`config.mk`:
```
export PLATFORM = sky130hd
export DESIGN_NAME = spi_fifo_hs
export DESIGN_NICKNAME = d
export VERILOG_FILES = /design/src/rtl/spi_pkg.sv /design/src/rtl/spi_fifo_ptr.sv /design/src/rtl/spi_fifo_hs.sv
export SDC_FILE = /design/constraint.sdc
export NUM_CORES = 1
export LEC_CHECK = 0
export CORE_MARGIN = 2
export CORE_UTILIZATION = 59
export DETAILED_ROUTE_END_ITERATION = 8
export PLACE_DENSITY_LB_ADDON = 0.05
export SKIP_CTS_REPAIR_TIMING = 1
export SYNTH_ARGS = -nofsm -noshare
export SYNTH_HDL_FRONTEND = slang
export SYNTH_SLANG_ARGS = --single-unit
```
`constraint.sdc`:
```
create_clock -name clk_i -period 3.7 [get_ports clk_i]
set_input_delay 0.37 -clock clk_i [delete_from_list [all_inputs] [get_ports clk_i]]
set_output_delay 0.37 -clock clk_i [all_outputs]
set_load 0.03 [all_outputs]
```
`src/rtl/spi_pkg.sv`:
```
// rtl/spi_pkg.sv - shared FSM encodings and sizing helper for the handshake FIFO
package spi_pkg;

    typedef enum logic {
        IDLE_WR = 1'b0,
        ACK_WR  = 1'b1
    } wr_state_t;

    typedef enum logic {
        IDLE_RD = 1'b0,
        RESP_RD = 1'b1
    } rd_state_t;

    function automatic int log2_ceil(input int value);
        int result;
        result = 0;
        for (int i = 0; i < 31; i++) begin
            if ((1 << i) < value) begin
                result = i + 1;
            end
        end
        return result;
    endfunction

endpackage

```
`src/rtl/spi_fifo_ptr.sv`:
```
// rtl/spi_fifo_ptr.sv - head/tail pointers, entry count, overwrite counter and status flags
module spi_fifo_ptr
    import spi_pkg::*;
#(
    parameter int FIFO_DEPTH = 16,
    parameter int REG_WIDTH  = 16,
    parameter int AF_THRESH  = FIFO_DEPTH - 2,
    parameter int AE_THRESH  = 1,
    parameter int ADDR_W     = log2_ceil(FIFO_DEPTH)
) (
    input  logic                 clk,
    input  logic                 rst,
    input  logic                 flush,
    input  logic                 push,
    input  logic                 pop,
    output logic [ADDR_W-1:0]    head,
    output logic [ADDR_W-1:0]    tail,
    output logic [REG_WIDTH-1:0] occupancy,
    output logic                 full,
    output logic                 empty,
    output logic                 almost_full,
    output logic                 almost_empty,
    output logic [REG_WIDTH-1:0] overflow_cnt
);

    localparam int CNT_W = ADDR_W + 1;
    localparam logic [CNT_W-1:0] DEPTH_C = CNT_W'(FIFO_DEPTH);
    localparam logic [CNT_W-1:0] AF_C    = CNT_W'(AF_THRESH);
    localparam logic [CNT_W-1:0] AE_C    = CNT_W'(AE_THRESH);

    logic [CNT_W-1:0] count;

    // A push while full can only be an overwrite; the write side never lets it
    // coincide with a pop, so the head moves at most once per cycle.
    always_ff @(posedge clk) begin
        if (rst) begin
            head         <= '0;
            tail         <= '0;
            count        <= '0;
            overflow_cnt <= '0;
        end else if (flush) begin
            head  <= '0;
            tail  <= '0;
            count <= '0;
        end else begin
            if (push) begin
                tail <= tail + 1'b1;
            end
            if (pop || (push && full)) begin
                head <= head + 1'b1;
            end
            if (push && !pop && !full) begin
                count <= count + 1'b1;
            end else if (pop && !push) begin
                count <= count - 1'b1;
            end
            if (push && full && !(&overflow_cnt)) begin
                overflow_cnt <= overflow_cnt + 1'b1;
            end
        end
    end

    assign full         = (count == DEPTH_C);
    assign empty        = (count == '0);
    assign almost_full  = (count >= AF_C);
    assign almost_empty = (count <= AE_C);
    assign occupancy    = REG_WIDTH'(count);

endmodule

```
`src/rtl/spi_fifo_hs.sv`:
```
// rtl/spi_fifo_hs.sv - FIFO with req/ack write port and req/resp/ack read port
module spi_fifo_hs
    import spi_pkg::*;
#(
    parameter int DATA_WIDTH = 16,
    parameter int FIFO_DEPTH = 16,
    parameter int REG_WIDTH  = 16,
    parameter int AF_THRESH  = FIFO_DEPTH - 2,
    parameter int AE_THRESH  = 1
) (
    input  logic                  clk_i,
    input  logic                  rst_i,
    input  logic                  flush_i,
    input  logic                  allow_overwrite_i,
    input  logic                  req_a_i,
    input  logic [DATA_WIDTH-1:0] data_a_i,
    output logic                  ack_a_o,
    input  logic                  req_b_i,
    output logic [DATA_WIDTH-1:0] data_b_o,
    output logic                  resp_b_o,
    input  logic                  ack_b_i,
    output logic [REG_WIDTH-1:0]  fifo_occupancy_o,
    output logic                  fifo_full_o,
    output logic                  fifo_empty_o,
    output logic                  fifo_almost_full_o,
    output logic                  fifo_almost_empty_o,
    output logic [REG_WIDTH-1:0]  overflow_cnt_o
);

    localparam int ADDR_W = log2_ceil(FIFO_DEPTH);

    logic [DATA_WIDTH-1:0] mem [FIFO_DEPTH];
    logic [ADDR_W-1:0]     head;
    logic [ADDR_W-1:0]     tail;

    wr_state_t wr_state, wr_next;
    rd_state_t rd_state, rd_next;
    logic      push;
    logic      pop;
    logic      load;
    logic      read_hold;

    assign read_hold = (rd_state == RESP_RD);

    always_comb begin
        wr_next = wr_state;
        push    = 1'b0;
        case (wr_state)
            IDLE_WR: begin
                if (req_a_i && (!fifo_full_o || (allow_overwrite_i && !read_hold))) begin
                    push    = 1'b1;
                    wr_next = ACK_WR;
                end
            end
            ACK_WR:  wr_next = IDLE_WR;
            default: wr_next = IDLE_WR;
        endcase
        if (flush_i) begin
            push    = 1'b0;
            wr_next = IDLE_WR;
        end
    end

    always_comb begin
        rd_next = rd_state;
        load    = 1'b0;
        pop     = 1'b0;
        case (rd_state)
            IDLE_RD: begin
                if (req_b_i && !fifo_empty_o) begin
                    load    = 1'b1;
                    rd_next = RESP_RD;
                end
            end
            RESP_RD: begin
                if (ack_b_i) begin
                    pop     = 1'b1;
                    rd_next = IDLE_RD;
                end
            end
            default: rd_next = IDLE_RD;
        endcase
        if (flush_i) begin
            load    = 1'b0;
            pop     = 1'b0;
            rd_next = IDLE_RD;
        end
    end

    always_ff @(posedge clk_i) begin
        if (rst_i) begin
            wr_state <= IDLE_WR;
            rd_state <= IDLE_RD;
            data_b_o <= '0;
        end else begin
            wr_state <= wr_next;
            rd_state <= rd_next;
            if (flush_i) begin
                data_b_o <= '0;
            end else if (load) begin
                data_b_o <= mem[head];
            end
        end
    end

    // Storage carries no reset; stale words are never visible past the count.
    always_ff @(posedge clk_i) begin
        if (push && !rst_i) begin
            mem[tail] <= data_a_i;
        end
    end

    assign ack_a_o  = (wr_state == ACK_WR);
    assign resp_b_o = (rd_state == RESP_RD);

    spi_fifo_ptr #(
        .FIFO_DEPTH (FIFO_DEPTH),
        .REG_WIDTH  (REG_WIDTH),
        .AF_THRESH  (AF_THRESH),
        .AE_THRESH  (AE_THRESH),
        .ADDR_W     (ADDR_W)
    ) u_ptr (
        .clk          (clk_i),
        .rst          (rst_i),
        .flush        (flush_i),
        .push         (push),
        .pop          (pop),
        .head         (head),
        .tail         (tail),
        .occupancy    (fifo_occupancy_o),
        .full         (fifo_full_o),
        .empty        (fifo_empty_o),
        .almost_full  (fifo_almost_full_o),
        .almost_empty (fifo_almost_empty_o),
        .overflow_cnt (overflow_cnt_o)
    );

endmodule

```
== After elaboration in Yosys (flattened, before gate mapping) ==
Memory sizes are Yosys's and may differ from the RTL's. A register that Yosys moved wholly into a read port is not among the register bits.
Index checks and enable logic that the tools add are counted.
Operators by class
  $add $sub $neg: 5
  equal/unequal tests: 1
  $lt $le $gt $ge: 2
  reduce and logical (&&, ||, !) cells: 23
  bitwise logic cells: 3
  mux-type cells: 16
Operators with widths (count)
  $add 16x1->16 const B: 1
  $reduce_and 16->1: 1
  $mux 1: 12
  $mux 5: 2
  $logic_and 1x1->1: 9
  $add 4x1->4 const B: 2
  $logic_not 1->1: 7
  $add 5x1->5 const B: 1
  $eq 5x5->1 const B: 1
  $ge 5x4->1 const B: 1
  $le 5x1->1 const B: 1
  $logic_not 5->1: 1
  $sub 5x1->5 const B: 1
  $pmux 1 s2: 2
  $not 1->1: 3
  $logic_or 1x1->1: 2
  $reduce_and 2->1: 1
  $reduce_bool 2->1: 1
  $reduce_or 2->1: 1
Word-level totals
  register bits after elaboration: 31
  bits in writable memories: 256
  memories: 1
  input port bits: 23
  output and inout bits: 54
Memories
  mem: depth 16, bits a word 16, rd ports 1, clocked after memory_dff 1, write ports 1, line spi_fifo_hs.sv:32  | logic [DATA_WIDTH-1:0] mem [FIFO_DEPTH];

== Depth between registers and ports, before layout ==
Gate-level depths: netlist of the first run.
  word-level depth: 11
  gate-level depth with buffers: 8
  depth with buffers taken out: 7

== Cells and area by module ==
A second synthesis of the first run with hierarchy kept.
Unflattened totals
  cells, all modules: 788
  area total of the unflattened synthesis: 12213.0 um2
By module, submodules not included
  spi_fifo_hs: cells each 588, instances 1, sequential area each 8047.7 um2, area an instance 10521.3 um2
  spi_fifo_ptr: cells each 200, instances 1, sequential area each 580.6 um2, area an instance 1691.6 um2

== Worst setup path before layout of the first run ==
No wires, ideal clock.
  path type: register to register
  from: register u_ptr.count[0]
  to: memory mem[0][0], enable pin
  data required time: 3.291 ns
  arrival: 3.040 ns
  buffers on the path: 0
  library setup time: 0.409 ns
  period minus slack after synthesis: 3.449 ns
  cell stages (with the launch flop): 8
  slack: 0.251 ns
  path through: dfxtp_1 inv_1 ha_1 nand4bb_1 inv_1 a211oi_1 nand2_1 nor3_1
Between the ends
  word-level cells in the longest chain between the ends: 10
RTL lines
  start, declared: line spi_fifo_ptr.sv:31  | logic [CNT_W-1:0] count;
  start signal, assigned: line spi_fifo_ptr.sv:53  | count <= count + 1'b1;
  start signal, assigned: line spi_fifo_ptr.sv:55  | count <= count - 1'b1;
  $eq 5x5->1: line spi_fifo_ptr.sv:63  | assign full = (count == DEPTH_C);
  via fifo_full_o: line spi_fifo_hs.sv:23  | output logic fifo_full_o,
  $logic_not 1->1: line spi_fifo_hs.sv:50  | if (req_a_i && (!fifo_full_o || (allow_overwrite_i && !read_hold))) begin
  $logic_or 1x1->1: line spi_fifo_hs.sv:50
  $logic_and 1x1->1: line spi_fifo_hs.sv:50
  $mux 1: line spi_fifo_hs.sv:50
  $mux 1: line spi_fifo_hs.sv:48  | case (wr_state)
  $mux 1: line spi_fifo_hs.sv:58  | if (flush_i) begin
  $logic_and 1x1->1: line spi_fifo_hs.sv:108  | if (push && !rst_i) begin
  $mux 1: line spi_fifo_hs.sv:108
  $mux 1 (implied by the code): line spi_fifo_hs.sv:109  | mem[tail] <= data_a_i;
  end, declared: line spi_fifo_hs.sv:32
The timed path passes the listed nets, and every way through them passes these cells.

== Worst setup path in the final report of the first run ==
  from: register u_ptr.count[0]
  to: output fifo_empty_o
Between the ends
  word-level cells in the longest chain between the ends: 1
RTL lines
  $logic_not 5->1: line spi_fifo_ptr.sv:64  | assign empty = (count == '0);
  end, declared: line spi_fifo_hs.sv:24  | output logic fifo_empty_o,
No other way between the ends.

==> run summary, run 1 <==
status - complete, no violations
Warnings, synthesis - 0
Peak supply drop - 0.000439 V
antenna cells - 0
Clock Pin Slew Worst Setup and Hold Paths - 0.06 ns
crit path launch type - flip-flop
initial antenna violation count - 0
Buffers on Ports - 65
Ports - 77
final std cells w/o fill - 1065
via count - 6557
top fanout value on the critical path - 7
ys async rst share - 0%
initial DRC count - 456
Vias per Instance - 6.16
core area - 20200 um2
area leader, netlist - edfxtp_1
fin crit share - 83.1%
clock sink total - 303
Remaining Overflow, GRT - 0
Worst Path Required - 3.33 ns
maximum clock insertion buffer count - 3
worst min-delay path startpoint - data_b_o[15]$_SDFFE_PP0P_
nets - 806
initial core utilization - 60.0%
vias in the first global route - 6791
area grow syn2layout - 17.6%
Die Y - 147 um
Synth area leaders - edfxtp_1 (64%), mux4_2 (12%), dfxtp_1 (7.8%)
nature of the critical path endpoint - output pin
Netlist cell types - 49
crit path time final - 3.07 ns
RSZ-0062 raised after global routing - false
first-pass GRT wire length - 40.0 mm
H-Tree Depth - 1
HP Class - flip-flop to flip-flop
clk_lat worst skew - 0.55 ns
post-route ant nets - 0
syn avg cell area - 17.9 um2
critical path arrival - 2.70 ns
CTS tree - done
Final HPWL DP - 16.4 mm
reg2reg start - u_ptr.count[0]$_SDFFE_PP0P_
cells after synthesis - 674
total power - 6830 uW
fin. max-slew vios - 0
Yosys reg bits - 303
post-synth top area share - 63.6%
Post-Syn Area - 12100 um2
placed cells - 1010
worst-margin pin slew - 1.19 ns
CTS root buffer - clkbuf_16
Routed WL - 25.5 mm
DR DRC count - 0
total negative setup slack - 0 ns
crit path from - u_ptr.count[0]$_SDFFE_PP0P_
Die X-Extent - 147 um
DR pass1 iterations - 4
Total GRT Usage - 24.5%
max_cap viols - 0
per-cell routed wire length - 24.0 um
Leak Pwr - 0.00446 uW
Setup-failing EPs final - 0
number of hold violations in the final report - 0
max-slew headroom at the worst pin - 20.8%
gpl congestion - 0.860
Core Rows - 52
ratio of cells with drive above 1 in the final layout - 23.5%
EDFF count, synth - 256
part of the Yosys area used for sequential elements - 71.4%
final hold slack - 0.485 ns
Worst Skew - 0.0174 ns
CTS Buf Count - 30
largest net degree at the start of global routing - 43
ys flop type - edfxtp_1
fmax - 325 MHz
WS Path Type - flip-flop to output pin
power per cell area - 480 nW/um2
die footprint - 21700 um2
==> metrics by stage <==
stage / utilization, % / instance area, um2 / setup WS [ns]
floorplan: - / 12100 / 0.251
global placement: 65.7 / 13200 / 0.832
detailed placement: 65.7 / 13200 / 0.765
CTS: 70.5 / 14200 / 0.617
global route: 70.5 / 14200 / 0.497
finish: 70.5 / 14200 / 0.626
==> cells by family after synthesis <==
| family | Yosys count | share of synthesized area, % |
|---|---|---|
| AOI/OAI and AO/OA | 62 | 3.73 |
| xor gates and xnor gates | 5 | 0.362 |
| and+or+nand+nor | 136 | 5.98 |
| DFF | 303 | 71.4 |
| muxes | 102 | 15.3 |
| other | 1 | 0.0310 |
| adders and majority gates | 11 | 1.14 |
| buffers and inverters | 54 | 2.13 |
==> where the power goes <==
part	switching, uW	leakage (uW)	internal [uW]	total, uW
sequential	6.32	0.00268	3710	3710
combinational	111	0.00130	51.2	162
clock	1220	0.000475	1730	2950
total	1340	0.00446	5490	6830
==> layer usage <==
layer	wire length, um	vias up	GRT usage [%]
li1	-	2899	-
met2	12600	224	40.3
met1	10800	3396	35.3
met4	571	0	6.73
met3	1540	38	3.48
met5	0	-	0
==> registers in the layout (all words and copies together) (netlist names) <==
name,count
resp_b_o,1
u_ptr.overflow_cnt,16
ack_a_o,1
mem,256
data_b_o,16
u_ptr.head,4
u_ptr.tail,4
u_ptr.count,5
==> synthesized netlist by cell type (3+ instances only) <==
cell / count
edfxtp_1: 256
mux4_2: 64
dfxtp_1: 47
nor2_1: 43
clkbuf_1: 24
mux2_2: 20
a21oi_1: 18
mux2i_1: 18
a221o_1: 16
nand3_1: 14
nand2_1: 13
buf_4: 11
ha_1: 11
nor3_1: 11
inv_1: 10
nand4_1: 7
nor4_1: 7
o21ai_0: 7
o31ai_1: 7
nand2b_1: 6
or3_1: 6
or4_1: 6
a211oi_1: 5
buf_2: 5
nor2b_1: 5
buf_1: 3
nor3b_1: 3
nor4b_1: 3
xnor2_1: 3
==> path summary, 6_finish.rpt <==
check | end | slack [ns] | cells past startpoint
max | fifo_empty_o | 0.63 | 5
min | data_b_o[15]$_SDFFE_PP0P_ | 0.48 | 1
max reg2reg | mem[8][2]$_DFFE_PP_ | 0.92 | 10
min reg2reg | data_b_o[15]$_SDFFE_PP0P_ | 0.48 | 1
==> layout make-up <==
| cell class | instances | area (um2) |
|---|---|---|
| Multi-Input combinational cell | 327 | 3310 |
| Inverter | 10 | 37.5 |
| Timing Repair Buffer | 100 | 926 |
| Sequential cell | 303 | 8630 |
| Clock inverter | 19 | 178 |
| Tap cell | 270 | 338 |
| Clock buffer | 36 | 793 |
| Fill cell | 1288 | 5950 |
==> critical path, cell delays in order, from the launching register on <==
cell and delay (ns):
dfxtp_1 0.39, inv_1 0.16, ha_1 0.18, or4b_2 0.67, inv_1 0.09, clkdlybuf4s50_1 0.67
==> cells in the final DEF (no fill, tap or decap), types with 6 or more instances in the layout <==
master	instances
inv_1	10
a21oi_1	17
or3_1	6
buf_4	34
mux2_2	20
o21ai_0	7
conb_1	11
clkinv_1	8
clkbuf_16	30
nand2b_1	6
mux2i_1	18
nand4_1	7
dfxtp_1	44
nand3_1	14
nor2_1	31
ha_1	11
edfxtp_1	256
o31ai_1	7
nor3_1	6
nor4_1	6
a221o_1	16
or4_1	6
nand2_1	13
clkdlybuf4s50_1	65
nor2_2	12
mux4_2	64
Power figures use the tool's default switching activity.
==> run 2: changes to the inputs <==
CORE_UTILIZATION = 53   (was 59)
clock period = 2.6 ns   (was 3.7 ns; I/O delays follow)
==> run 2 against run 1 <==
Net effect:
- clock power increased by 43%
- cell count increased by 2.0%
- worst setup slack got worse by 0.51 ns
- critical path depth unchanged
- clock skew decreased by 0.00076 ns
- count of clock-buffer cells in the layout increased by 13
- first-iteration DRC count increased by 11%
- die area increased by 11%
- non-clock buffer count increased by 3
- core utilization decreased by 5.7 points
- sequential power increased by 42%
- flip-flop and latch count unchanged
==> run summary, run 2 (synthesis gave the netlist of run 1 again) <==
status - complete, no violations
Most flops, register - mem
die footprint - 24000 um2
fmax - 403 MHz
WS Path Type - flip-flop to output pin
leading cell type in the layout, fill and taps excluded - edfxtp_1
max-slew headroom at the worst pin - 51.6%
Sw Ratio - 19.6%
CTS Buf Count - 31
nature of the critical path endpoint - output pin
worst slack, placed - 0.0194 ns
vias in the first global route - 6557
critical path's top delay family - buffers and inverters
Clock power frac - 43.3%
Buf+Inv Stages, Crit Path - 2
ratio of cells with drive above 1 in the final layout - 24.2%
post-route setup slack - 0.117 ns
initial DRC count - 508
RSZ-0062 raised after global routing - true
Routed WL - 25.3 mm
total negative setup slack - 0 ns
via count - 6453
CTS tree - done
Peak supply drop - 0.000572 V
sequential share of power - 54.2%
gpl congestion - 0.791
Worst Skew - 0.0166 ns
Setup-failing EPs final - 0
clk_lat worst skew - 0.55 ns
biggest regs - mem x256, data_b_o x16, u_ptr.overflow_cnt x16
Comb pwr share - 2.5%
first-pass GRT wire length - 38.5 mm
crit path time final - 2.48 ns
HP Class - input pin to flip-flop
largest net degree at the start of global routing - 29
post-route ant nets - 0
critical-path cell list - inv_1 > ha_1 > o211ai_1 > nand2b_1 > clkdlybuf4s50_1
CTS root buffer - clkbuf_16
crit path launch type - flip-flop
critical path arrival - 2.22 ns
maximum clock insertion buffer count - 3
Leak Pwr - 0.00453 uW
H-Tree Depth - 1
core area - 22500 um2
Final Util - 64.8%
Buffers on Ports - 65
initial antenna violation count - 0
fin crit share - 95.5%
Remaining Overflow, GRT - 0
most frequent cells in the layout - edfxtp_1 (256), mux4_2 (64), clkdlybuf4s50_1 (62), dfxtp_1 (42), clkbuf_16 (32)
max_cap viols - 0
slowest stage delay, CP - 0.60 ns
DR DRC count - 0
antenna cells - 0
Clock Pin Slew Worst Setup and Hold Paths - 0.07 ns
max reg flops - 256
Ports - 77
clock sink total - 303
nets - 810
CP max-delay cell - clkdlybuf4s50_1
Worst Path Required - 2.34 ns
Core Rows - 55
initial core utilization - 53.7%
Die X-Extent - 155 um
area grow syn2layout - 20.5%
top fanout value on the critical path - 7
DR pass1 iterations - 5
worst-margin pin slew - 0.719 ns
Final HPWL DP - 16.1 mm
net switching power - 1910 uW
power per cell area - 669 nW/um2
Die Y - 155 um
Pint - 7840 uW
fin. max-slew vios - 0
Total GRT Usage - 21.5%
Vias per Instance - 5.94
per-cell routed wire length - 23.3 um
number of hold violations in the final report - 0
## run 2: cell types whose count changed in the layout (fill, tap and decap cells not counted), moves of 4 or more
cell / previous run / this run
nor3_4: 0 / 4
clkinv_1: 8 / 2
nor3_2: 5 / 1
buf_12: 1 / 21
clkbuf_1: 4 / 13
buf_4: 34 / 17
## run 2: cell type report
cell class,count,area [um2]
Sequential cell,303,8640
Timing Repair Buffer,103,1200
Inverter,10,37.5
Multi-Input combinational cell,327,3360
Fill cell,1517,7930
Tap cell,285,357
Clock inverter,9,77.6
Clock buffer,49,905
## run 2: final timing paths
kind                                from                        to  slack, ns  depth (start not counted)
max reg2reg  u_ptr.count[1]$_SDFFE_PP0P_      mem[7][10]$_DFFE_PP_       0.14                          8
min                                rst_i        ack_a_o$_SDFF_PP0_       0.47                          2
max          u_ptr.count[0]$_SDFFE_PP0P_        fifo_almost_full_o       0.12                          5
min reg2reg     data_b_o[0]$_SDFFE_PP0P_  data_b_o[0]$_SDFFE_PP0P_       0.50                          1
## run 2: routing by layer
layer / vias to the layer above / GRT usage (%) / share of wire (%)
li1: 2917 / - / -
met1: 3320 / 31.5 / 44
met2: 181 / 34.7 / 49
met3: 35 / 3.45 / 5.4
met4: 0 / 4.50 / 1.6
met5: - / 0 / 0
## run 2: power by group through the flow
| stage | clock (uW) | sequential (uW) | combinational, uW |
|---|---|---|---|
| finish | 4220 | 5280 | 243 |
| global route | 4470 | 5280 | 262 |
| CTS | 4290 | 5280 | 242 |
| detailed placement | 0 | 5390 | 242 |
| global placement | 0 | 5380 | 232 |
| floorplan | 0 | 5390 | 104 |
## run 2: metrics by stage
stage	hold WS [ns]	instance area (um2)	std cells	power, uW
4_1_cts	0.435	14600	1086	9810
2_1_floorplan	0.353	12200	684	5500
5_1_grt	0.475	14600	1086	10000
3_5_place_dp	0.479	13600	1028	5630
3_3_place_gp	0.469	13600	1028	5620
6_report	0.468	14600	1086	9750
